<file path="config.mk">
export PLATFORM = sky130hd
export DESIGN_NAME = minicpu_fetch
export DESIGN_NICKNAME = d
export VERILOG_FILES = /design/src/rtl/minicpu_fetch.sv
export SDC_FILE = /design/constraint.sdc
export NUM_CORES = 1
export LEC_CHECK = 0
export CAP_MARGIN = 40
export CORE_UTILIZATION = 50
export DETAILED_ROUTE_END_ITERATION = 8
export DONT_BUFFER_PORTS = 1
export GPL_ROUTABILITY_DRIVEN = 0
export MAX_ROUTING_LAYER = met4
export SLEW_MARGIN = 20
export SYNTH_ARGS = -nofsm -noshare
export SYNTH_HDL_FRONTEND = slang
export SYNTH_SLANG_ARGS = --single-unit
</file>
<file path="constraint.sdc">
create_clock -name i_clk -period 4.5 [get_ports i_clk]
set_clock_uncertainty 0.2 [all_clocks]
set_input_delay 0.9 -clock i_clk [delete_from_list [all_inputs] [get_ports i_clk]]
set_output_delay 0.9 -clock i_clk [all_outputs]
set_load 0.02 [all_outputs]
</file>
<file path="src/rtl/minicpu_fetch.sv">
// -----------------------------------------------------------------------------
// minicpu_fetch
//
// Instruction-fetch front end for the MiniCPU. A small program buffer is
// loaded word by word while idle. START replays it to the CPU one word per
// clock. Execution stops on a halt opcode, at the end of the loaded program,
// or on an external STOP.
//
// Parameters
//   IW      instruction width (matches the MiniCPU IN port)
//   DEPTH   program buffer entries (power of two)
//   AW      address width, log2(DEPTH)
//   HALT_OP opcode in the top nibble of a word that ends execution
//
// Ports
//   i_clk          system clock, rising edge
//   i_rst_n        asynchronous active-low reset
//   i_ld_en        append i_ld_data to the buffer (IDLE only, ignored when full)
//   i_ld_data      instruction word to load
//   i_clear        empty the program (count to 0)
//   i_start        run from address 0 (needs a non-empty program)
//   i_stop         abort execution; beats i_start and halt/end detection
//   o_instr        registered instruction to the MiniCPU
//   o_instr_valid  o_instr holds a live instruction this cycle
//   o_pc           address of the next word to fetch
//   o_count        number of loaded words, 0..DEPTH
//   o_ld_full      buffer full (count == DEPTH)
//   o_busy         state is RUN
//   o_done         state is DONE
//
// Build option
//   MINICPU_FETCH_LOOP_EN  when defined, the end of the program wraps PC to 0
//                          and execution repeats without a gap cycle. A halt
//                          opcode or STOP still ends the run.
// -----------------------------------------------------------------------------
`timescale 1ns/1ps

module minicpu_fetch #(
  parameter int         IW      = 12,
  parameter int         DEPTH   = 16,
  parameter int         AW      = 4,
  parameter logic [3:0] HALT_OP = 4'hF
) (
  input  logic          i_clk,
  input  logic          i_rst_n,
  input  logic          i_ld_en,
  input  logic [IW-1:0] i_ld_data,
  input  logic          i_clear,
  input  logic          i_start,
  input  logic          i_stop,
  output logic [IW-1:0] o_instr,
  output logic          o_instr_valid,
  output logic [AW-1:0] o_pc,
  output logic [AW:0]   o_count,
  output logic          o_ld_full,
  output logic          o_busy,
  output logic          o_done
);

  typedef enum logic [1:0] {
    ST_IDLE = 2'd0,
    ST_RUN  = 2'd1,
    ST_DONE = 2'd2
  } state_t;

  // ---------------------------------------------------------------------------
  // State
  // ---------------------------------------------------------------------------
  state_t        r_state;
  logic [AW-1:0] r_pc;
  logic [AW:0]   r_count;
  logic [IW-1:0] r_instr;
  logic          r_instr_valid;
  // Set when the final program word has just been issued; the following
  // edge retires to DONE so that INSTR is already zero while DONE is shown.
  logic          r_last;
  logic [IW-1:0] r_mem [DEPTH];

  // Next-state values
  state_t        w_state_nxt;
  logic [AW-1:0] w_pc_nxt;
  logic [AW:0]   w_count_nxt;
  logic [IW-1:0] w_instr_nxt;
  logic          w_instr_valid_nxt;
  logic          w_last_nxt;
  logic          w_mem_we;

  // Fetch datapath
  logic          w_full;
  logic          w_start_ok;
  logic          w_launch;
  logic [AW-1:0] w_fetch_addr;
  logic [IW-1:0] w_word;
  logic          w_is_halt;
  logic          w_at_end;

  // Outcome of one fetch step, shared by the launch and run paths
  state_t        w_step_state;
  logic [AW-1:0] w_step_pc;
  logic [IW-1:0] w_step_instr;
  logic          w_step_valid;
  logic          w_step_last;

  // ---------------------------------------------------------------------------
  // Fetch datapath
  // ---------------------------------------------------------------------------
  assign w_full     = (r_count == (AW+1)'(DEPTH));
  assign w_start_ok = i_start && !i_stop && (r_count != '0);

  // A START accepted from IDLE or DONE fetches address 0 on the same edge
  // that enters RUN, so the first word reaches INSTR in the cycle right
  // after the START edge and the stream has no leading bubble. CLEAR outranks
  // START in both states.
  assign w_launch     = (r_state != ST_RUN) && w_start_ok && !i_clear;
  assign w_fetch_addr = w_launch ? '0 : r_pc;
  assign w_word       = r_mem[w_fetch_addr];
  assign w_is_halt    = (w_word[IW-1 -: 4] == HALT_OP);
  // r_count is non-zero whenever a fetch is taken, so COUNT-1 cannot underflow.
  assign w_at_end     = ({1'b0, w_fetch_addr} == (r_count - (AW+1)'(1)));

  always_comb begin
    // NOTE: every output of a combinational block gets a default before any
    // branch; a path that leaves one unassigned would infer a latch.
    w_step_state = ST_RUN;
    w_step_pc    = w_fetch_addr + AW'(1);
    w_step_instr = w_word;
    w_step_valid = 1'b1;
    w_step_last  = 1'b0;

    if (w_is_halt) begin
      // The halt word itself is never presented to the CPU.
      w_step_state = ST_DONE;
      w_step_pc    = w_fetch_addr;
      w_step_instr = '0;
      w_step_valid = 1'b0;
    end else if (w_at_end) begin
`ifdef MINICPU_FETCH_LOOP_EN
      w_step_pc   = '0;
`else
      // PC+1 wraps to 0 when the buffer is full; retirement is driven by
      // r_last, not by the PC value, so the wrap is harmless.
      w_step_last = 1'b1;
`endif
    end
  end

  // ---------------------------------------------------------------------------
  // Control
  // ---------------------------------------------------------------------------
  always_comb begin
    w_state_nxt       = r_state;
    w_pc_nxt          = r_pc;
    w_count_nxt       = r_count;
    w_instr_nxt       = r_instr;
    w_instr_valid_nxt = r_instr_valid;
    w_last_nxt        = r_last;
    w_mem_we          = 1'b0;

    unique case (r_state)
      ST_IDLE: begin
        // CLEAR > START > LD_EN; a losing request is dropped, not queued.
        if (i_clear) begin
          w_count_nxt = '0;
        end else if (w_launch) begin
          w_state_nxt       = w_step_state;
          w_pc_nxt          = w_step_pc;
          w_instr_nxt       = w_step_instr;
          w_instr_valid_nxt = w_step_valid;
          w_last_nxt        = w_step_last;
        end else if (i_start) begin
          // START refused (empty program or STOP present): still outranks LD_EN.
        end else if (i_ld_en && !w_full) begin
          w_mem_we    = 1'b1;
          w_count_nxt = r_count + (AW+1)'(1);
        end
      end

      ST_RUN: begin
        if (i_stop) begin
          w_state_nxt       = ST_IDLE;
          w_instr_nxt       = '0;
          w_instr_valid_nxt = 1'b0;
          w_last_nxt        = 1'b0;
        end else if (r_last) begin
          w_state_nxt       = ST_DONE;
          w_instr_nxt       = '0;
          w_instr_valid_nxt = 1'b0;
          w_last_nxt        = 1'b0;
        end else begin
          w_state_nxt       = w_step_state;
          w_pc_nxt          = w_step_pc;
          w_instr_nxt       = w_step_instr;
          w_instr_valid_nxt = w_step_valid;
          w_last_nxt        = w_step_last;
        end
      end

      ST_DONE: begin
        if (i_stop || i_clear) begin
          w_state_nxt = ST_IDLE;
          if (i_clear) begin
            w_count_nxt = '0;
          end
        end else if (w_launch) begin
          w_state_nxt       = w_step_state;
          w_pc_nxt          = w_step_pc;
          w_instr_nxt       = w_step_instr;
          w_instr_valid_nxt = w_step_valid;
          w_last_nxt        = w_step_last;
        end
      end

      default: begin
        w_state_nxt       = ST_IDLE;
        w_instr_nxt       = '0;
        w_instr_valid_nxt = 1'b0;
        w_last_nxt        = 1'b0;
      end
    endcase
  end

  // ---------------------------------------------------------------------------
  // Registers
  // ---------------------------------------------------------------------------
  // NOTE: sequential state uses non-blocking assignments so every register
  // samples the pre-edge values, independent of statement order.
  always_ff @(posedge i_clk or negedge i_rst_n) begin
    if (!i_rst_n) begin
      r_state       <= ST_IDLE;
      r_pc          <= '0;
      r_count       <= '0;
      r_instr       <= '0;
      r_instr_valid <= 1'b0;
      r_last        <= 1'b0;
    end else begin
      r_state       <= w_state_nxt;
      r_pc          <= w_pc_nxt;
      r_count       <= w_count_nxt;
      r_instr       <= w_instr_nxt;
      r_instr_valid <= w_instr_valid_nxt;
      r_last        <= w_last_nxt;
    end
  end

  // NOTE: the program buffer has no reset; its contents are meaningless until
  // loaded and COUNT gates every read, so it can map onto plain RAM.
  always_ff @(posedge i_clk) begin
    if (w_mem_we) begin
      r_mem[r_count[AW-1:0]] <= i_ld_data;
    end
  end

  // ---------------------------------------------------------------------------
  // Outputs
  // ---------------------------------------------------------------------------
  assign o_instr       = r_instr;
  assign o_instr_valid = r_instr_valid;
  assign o_pc          = r_pc;
  assign o_count       = r_count;
  assign o_ld_full     = w_full;
  assign o_busy        = (r_state == ST_RUN);
  assign o_done        = (r_state == ST_DONE);

endmodule

</file>
======== Word-level counts from Yosys, hierarchy flattened ========
Memory sizes are Yosys's and may differ from the RTL's.
Index checks and enable logic that the tools add are counted.
operators by class
  div/mod/pow operators ................... 0
  muxes and demuxes ....................... 51
  eq/ne operators ......................... 15
  $mul .................................... 0
  bitwise logic cells ..................... 0
  order comparisons ....................... 0
  add/subtract/negate cells ............... 3
  reductions and logical operators ........ 16
  shift operators ......................... 0
operators with widths
  kind                                                                count
  12-bit 2-to-1 mux                                                   6
  12-bit case mux with 3 select lines                                 1
  5-bit 2-to-1 mux                                                    6
  4-bit 2-to-1 mux                                                    7
  1-bit 2-to-1 mux                                                    20
  2-bit 2-to-1 mux                                                    6
  4-bit case mux with 3 select lines                                  1
  2-bit != test, second input constant                                5
  5-bit case mux with 2 select lines                                  1
  3-bit != test, second input constant                                3
  1-bit case mux with 3 select lines                                  2
  2-bit case mux with 3 select lines                                  1
  6-bit AND reduction                                                 1
  5-bit by 1-bit adder with 5-bit output, second input constant       1
  4-bit by 5-bit == test with 1-bit output                            1
  5-bit == test, second input constant                                1
  1-bit logical AND                                                   5
  5-bit AND reduction                                                 1
  5-bit nonzero test                                                  1
  5-bit by 1-bit subtractor with 5-bit output, second input constant  1
  4-bit by 1-bit adder with 4-bit output, second input constant       1
  4-bit == test, second input constant                                1
  2-bit by 1-bit != test with 1-bit output, second input constant     2
  1-bit zero test                                                     3
  other kinds (7)                                                     7
word-level totals
  logic and storage cells ................. 92
  memories kept ........................... 1
  ROM bits ................................ 0
  bits in writable memories ............... 192
  flip-flop bits (word level) ............. 25
  latch bits .............................. 0
memories
  memory  depth  bits a word  rd ports  clocked after memory_dff  write ports  line  RTL
  r_mem   16     12           1         0                         1            77    logic [IW-1:0] r_mem [DEPTH];

======== Logic depth before layout (Yosys ltp) ========
  depth after elaboration ................. 12
  depth in mapped cells ................... 12
  depth with buffers taken out ............ 10

======== Worst setup path after synthesis ========
No wires, ideal clock.
  path type ............................... input port to flip-flop
  from .................................... in i_clear
  to ...................................... reg r_pc[3] (netlist: o_pc[3])
  buffers on the path ..................... 1
  data arrival time ....................... 2.998 ns
  stages .................................. 7
  library setup time ...................... 0.139 ns
  slack ................................... 1.163 ns
  required time ........................... 4.161 ns
  path through ............................ buf_4 -> nor3b_1 -> a31oi_1 -> a32oi_1 -> a221oi_4 -> and4_2 -> or4_1
on the way
  cells in the longest elaborated chain, start to end .. 9
  elaborated cells on any way between the ends .. 17
  those cells by class .................... 1 x add/sub; 3 x eq/ne; 8 x mux; 4 x reduce/logical; 1 x memory
ends and longest elaborated chain
  item                                        line           RTL
  start: declaration                          48             input logic i_clear,
  1-bit zero test                             114            assign w_launch = (r_state != ST_RUN) && w_start_ok && !i_clear;
  1-bit logical AND                           114
  4-bit 2-to-1 mux                            115            assign w_fetch_addr = w_launch ? '0 : r_pc;
  memory 16 x 12 bit                          n/a
  4-bit == test                               117            assign w_is_halt = (w_word[IW-1 -: 4] == HALT_OP);
  4-bit 2-to-1 mux                            130            if (w_is_halt) begin
  4-bit 2-to-1 mux, on equally long branches  164, 204, 184
  4-bit 2-to-1 mux, on equally long branches  199, 162, 179
  4-bit case mux with 3 select lines          159            unique case (r_state)
  end signal: assignment                      237            r_pc <= w_pc_nxt;
  end: declaration                            70             logic [AW-1:0] r_pc;
Several ways; a longest one is shown, not always the timed one. The select of a mux whose other input is x is not followed.
A chain may end at the register's enable or synchronous reset.

======== Worst setup path after layout ========
  from .................................... reg r_count[0] (netlist: o_count[0])
  to ...................................... reg r_instr[0] (netlist: o_instr[0])
on the way
  cells in the longest elaborated chain, start to end .. 11
  elaborated cells on any way between the ends .. 14
  those cells by class .................... 1 x eq/ne; 8 x mux; 4 x reduce/logical; 1 x memory
ends and longest elaborated chain
  item                                         line           RTL
  start: declaration                           71             logic [AW:0] r_count;
  start signal: assignment                     238            r_count <= w_count_nxt;
  5-bit nonzero test (*)                       108            assign w_start_ok = i_start && !i_stop && (r_count != '0);
  1-bit logical AND (*)                        108
  1-bit logical AND (*) (2 in series)          114
  4-bit 2-to-1 mux                             115
  memory 16 x 12 bit                           n/a
  4-bit == test                                117
  12-bit 2-to-1 mux                            130
  12-bit 2-to-1 mux, on equally long branches  164, 204, 184
  12-bit 2-to-1 mux, on equally long branches  199, 162, 179
  12-bit case mux with 3 select lines (*)      159
  end signal: assignment                       239            r_instr <= w_instr_nxt;
  end: declaration                             72             logic [IW-1:0] r_instr;
Every way passes the cells marked *; elsewhere a longest branch is shown, timed or not. The select of a mux whose other input is x is not followed.

==> impl_metrics.json <==
{
  "groute.usage.overall_pct": 24.94,
  "reg2reg_setup_slack_ns": 0.58,
  "die_y_um": 138.0,
  "fp.coreArea_um2": 18020,
  "clockBufferDepth": 3,
  "yosys.cell_count.top_type": "sky130_fd_sc_hd__edfxtp_1",
  "final_core_utilization_pct": 57.99,
  "multiInputGateArea_um2": 2648,
  "worst_case_setup_slack_after_placement_ns": 0.6269,
  "postSynthNetCount": 600,
  "final_period_minus_worst_setup_slack_ns": 3.921,
  "power.ir.vdd_worst_mv": 0.4630,
  "data_arrival_time_at_the_worst_slack_endpoint_ns": 4.12,
  "post_synth_inst_count": 576,
  "clock_latency_ns": 0.52,
  "synth_simple_gate_area_share_pct": 7.405,
  "netlist.top_cell.by_area": "sky130_fd_sc_hd__edfxtp_1",
  "seq_area_frac_synth_pct": 69.15,
  "cellPowerDensity_nw_per_um2": 571.6,
  "synth_compound_area_share_pct": 10.25,
  "remaining_drc_errors": 0,
  "post_synth_xor_area_fraction_pct": 0.9476,
  "combinational_family_with_the_most_area_after_synthesis": "compound AO/OA/AOI/OAI gates",
  "placement_rows": 49,
  "fin_setup_tns_ns": 0,
  "initial_core_util_pct": 51.28,
  "cts_inserted_buffers": 23,
  "viasPerCell": 6.274,
  "synth_top_cell_area_share_pct": 62.38,
  "worst_reg2reg_path_endpoint": "o_instr[0]$_DFFE_PN0P_",
  "setup_viol_count_final": 0,
  "worstMarginPinSlew_ns": 0.8682,
  "antenna_left": 0,
  "synth_area_um2": 9243,
  "fmaxAchievable_ghz": 0.2550,
  "synth-adder-area-share_pct": 0.8122,
  "post-place-cells": 794,
  "slowest_stage_delay_on_critical_path_ns": 0.61,
  "maxCapViolCount": 0,
  "max_slew_margin_pct": 42.12,
  "synth.distinct_cells": 69,
  "rsz0062_at_grt": "no",
  "grt_remaining_overflow": 0,
  "detailroute.via_count": 5289,
  "synth_flop_cell": "sky130_fd_sc_hd__edfxtp_1",
  "ys_top_cells_by_count": "192 x sky130_fd_sc_hd__edfxtp_1, 31 x sky130_fd_sc_hd__mux2i_1, 30 x sky130_fd_sc_hd__nand2_1, 28 x sky130_fd_sc_hd__nor2_1, 25 x sky130_fd_sc_hd__dfrtp_1",
  "endpoint": "o_instr[0]$_DFFE_PN0P_",
  "post-route-period-util_pct": 87.14,
  "tritoncts_clock_tree": "yes",
  "crit_path_max_fanout": 19,
  "final_net_count": 621,
  "die_area_um2": 19030,
  "hpwl_detailed_um": 14090,
  "worstReg2RegStart": "o_count[0]$_DFFE_PN0P_",
  "edff_count_synth": 192,
  "chipWidth_um": 138.0,
  "first_pass_grt_wire_length_um": 32530,
  "share_of_layout_cells_above_drive_strength_1_pct": 18.57,
  "reg2regPathDepth": 8,
  "leading_cell_types_by_total_area_after_synthesis": "sky130_fd_sc_hd__edfxtp_1 62%, sky130_fd_sc_hd__dfrtp_1 6.8%, sky130_fd_sc_hd__mux4_2 4.1%",
  "synthMuxAreaShare_pct": 8.962,
  "cts.clk_slew.worst_paths_ns": 0.07,
  "detail_route.wirelength_um": 22210,
  "wire_per_inst_um": 26.35,
  "leakage_nw": 3.619,
  "syn_area_per_cell_um2": 16.05,
  "antenna_cells": 0,
  "grt_pass1_vias": 5230,
  "worstSetupStartpointType": "register",
  "critical_setup_path_class": "register to register",
  "synth-warning-count": 0,
  "detail_route.first_pass.iterations": 5,
  "ys_ff_latch": 217,
  "cp_max_stage_cell": "sky130_fd_sc_hd__or4b_4",
  "worstPathCellList": "inv_1 > ha_1 > or4b_4 > nand3_2 > o21ai_0 > a211oi_4 > a31oi_4 > a32o_1",
  "antenna_found_initial": 0,
  "layoutNonFillerInstCount": 843,
  "cts_sinks": 217,
  "design.portCount": 43,
  "timing.hold.worst.class": "input port to register",
  "crit_path_end_kind": "register",
  "final-max-slew-violation-count": 0,
  "critical_path.startpoint": "o_count[0]$_DFFE_PN0P_",
  "outcome": "complete, no violations",
  "io_buffers": 0,
  "nFillCells": 1403,
  "area.growth.synth_to_final_pct": 13.09,
  "fin_ws_ns": 0.5788,
  "cts_root_buf": "sky130_fd_sc_hd__clkbuf_16",
  "postSynth.asyncResetShare_pct": 11.52,
  "area.sequential_um2": 6392,
  "crit_required_ns": 4.70,
  "cts.htree.levels": 1,
  "cts.repair.resized": 0,
  "drt_first_iter_violations": 504,
  "report.final.hold_viol_count": 0,
  "grt_start_max_net_pins": 26
}
## how the worst min path moves through the flow
| stage | endpoint | cells after the start | startpoint |
|---|---|---|---|
| after floorplan | r_last$_DFFE_PN0P_ | 1 | r_last$_DFFE_PN0P_ |
| after global placement | r_last$_DFFE_PN0P_ | 1 | r_last$_DFFE_PN0P_ |
| after detailed placement | r_last$_DFFE_PN0P_ | 1 | r_last$_DFFE_PN0P_ |
| after CTS | r_mem[13][9]$_DFFE_PP_ | 0 | i_ld_data[9] |
| after global routing | r_mem[10][1]$_DFFE_PP_ | 0 | i_ld_data[1] |
| final | r_mem[6][9]$_DFFE_PP_ | 0 | i_ld_data[9] |
## where the power goes
group | switching, mW | total [mW] | internal [mW]
clock network | 0.776 | 2.02 | 1.24
logic | 0.849 | 1.47 | 0.620
registers | 0.225 | 2.49 | 2.27
## sequential cells by signal, summed over array words and instances, names as in the netlist
register       flops
o_count            5
o_instr           12
o_instr_valid      1
o_pc               4
r_last             1
r_mem            192
r_state            2
## layout make-up
cell class / instances / area share [%]
Clock buffer: 31 / 6.177
Clock inverter: 11 / 1.580
Inverter: 15 / 0.5387
Multi-Input combinational cell: 313 / 25.33
Sequential cell: 217 / 61.16
Tap cell: 229 / 2.741
Timing Repair Buffer: 27 / 2.478
## worst max-delay path: cells and delay by family (launching register included)
kind                       cells  cell delay [ns]
AOI/OAI and AO/OA              4             1.50
DFF                            1             0.56
buffers and inverters          1             0.21
adders and majority gates      1             0.27
and+or+nand+nor                2             1.04
## per-layer routing
layer | GRT usage, % | wire, um | vias to the layer above
met4 | 12.98 | 941 | 0
li1 | - | - | 2346
met1 | 34.31 | 9882 | 2697
met2 | 34.81 | 9891 | 196
met3 | 5.409 | 1494 | 50
met5 | - | 0 | -
## cell usage in the layout (no fill, tap or decap), drive strengths merged, types with 5 or more instances in the layout
| cell | instances |
|---|---|
| edfxtp | 192 |
| mux2i | 31 |
| clkbuf | 31 |
| nand2 | 30 |
| nor2 | 28 |
| buf | 26 |
| dfrtp | 25 |
| nor3 | 20 |
| mux4 | 17 |
| inv | 17 |
| a21oi | 15 |
| mux2 | 12 |
| and2 | 11 |
| o21ai | 10 |
| o32ai | 10 |
| a32o | 9 |
| a222oi | 8 |
| a221o | 8 |
| o22a | 7 |
| xnor2 | 7 |
| a31oi | 7 |
| o22ai | 7 |
| nand2b | 6 |
| nor3b | 6 |
| ha | 6 |
| nand3 | 6 |
| and3 | 6 |
| a211oi | 5 |
| clkinv | 5 |
## per-stage QoR
step | hold WS, ns | power (mW) | instance area, um^2
4_1_cts | 0.2613 | 5.999 | 10390
5_1_grt | 0.2605 | 6.201 | 10450
3_3_place_gp | 0.3216 | 3.950 | 9503
2_1_floorplan | 0.2891 | 3.592 | 9243
6_report | 0.2695 | 5.975 | 10450
3_5_place_dp | 0.3281 | 3.981 | 9544
## logic make-up (layout without fill, tap and decap cells)
group,count (synthesis),in the layout
AO/OA/AOI/OAI,109,109
XOR/XNOR,10,10
adder cells (fa/ha/maj),6,6
buffers and inverters,46,84
flip-flops,217,217
multiplexers,60,60
AND/OR/NAND/NOR,128,128
## timing repair
| item | CTS | global route |
|---|---|---|
| hold buffers | 2 | 0 |
| buffers inserted | 0 | 0 |
| endpoints found under the hold margin | 25 | 0 |
Note: power is estimated with default switching activity, not from simulation.
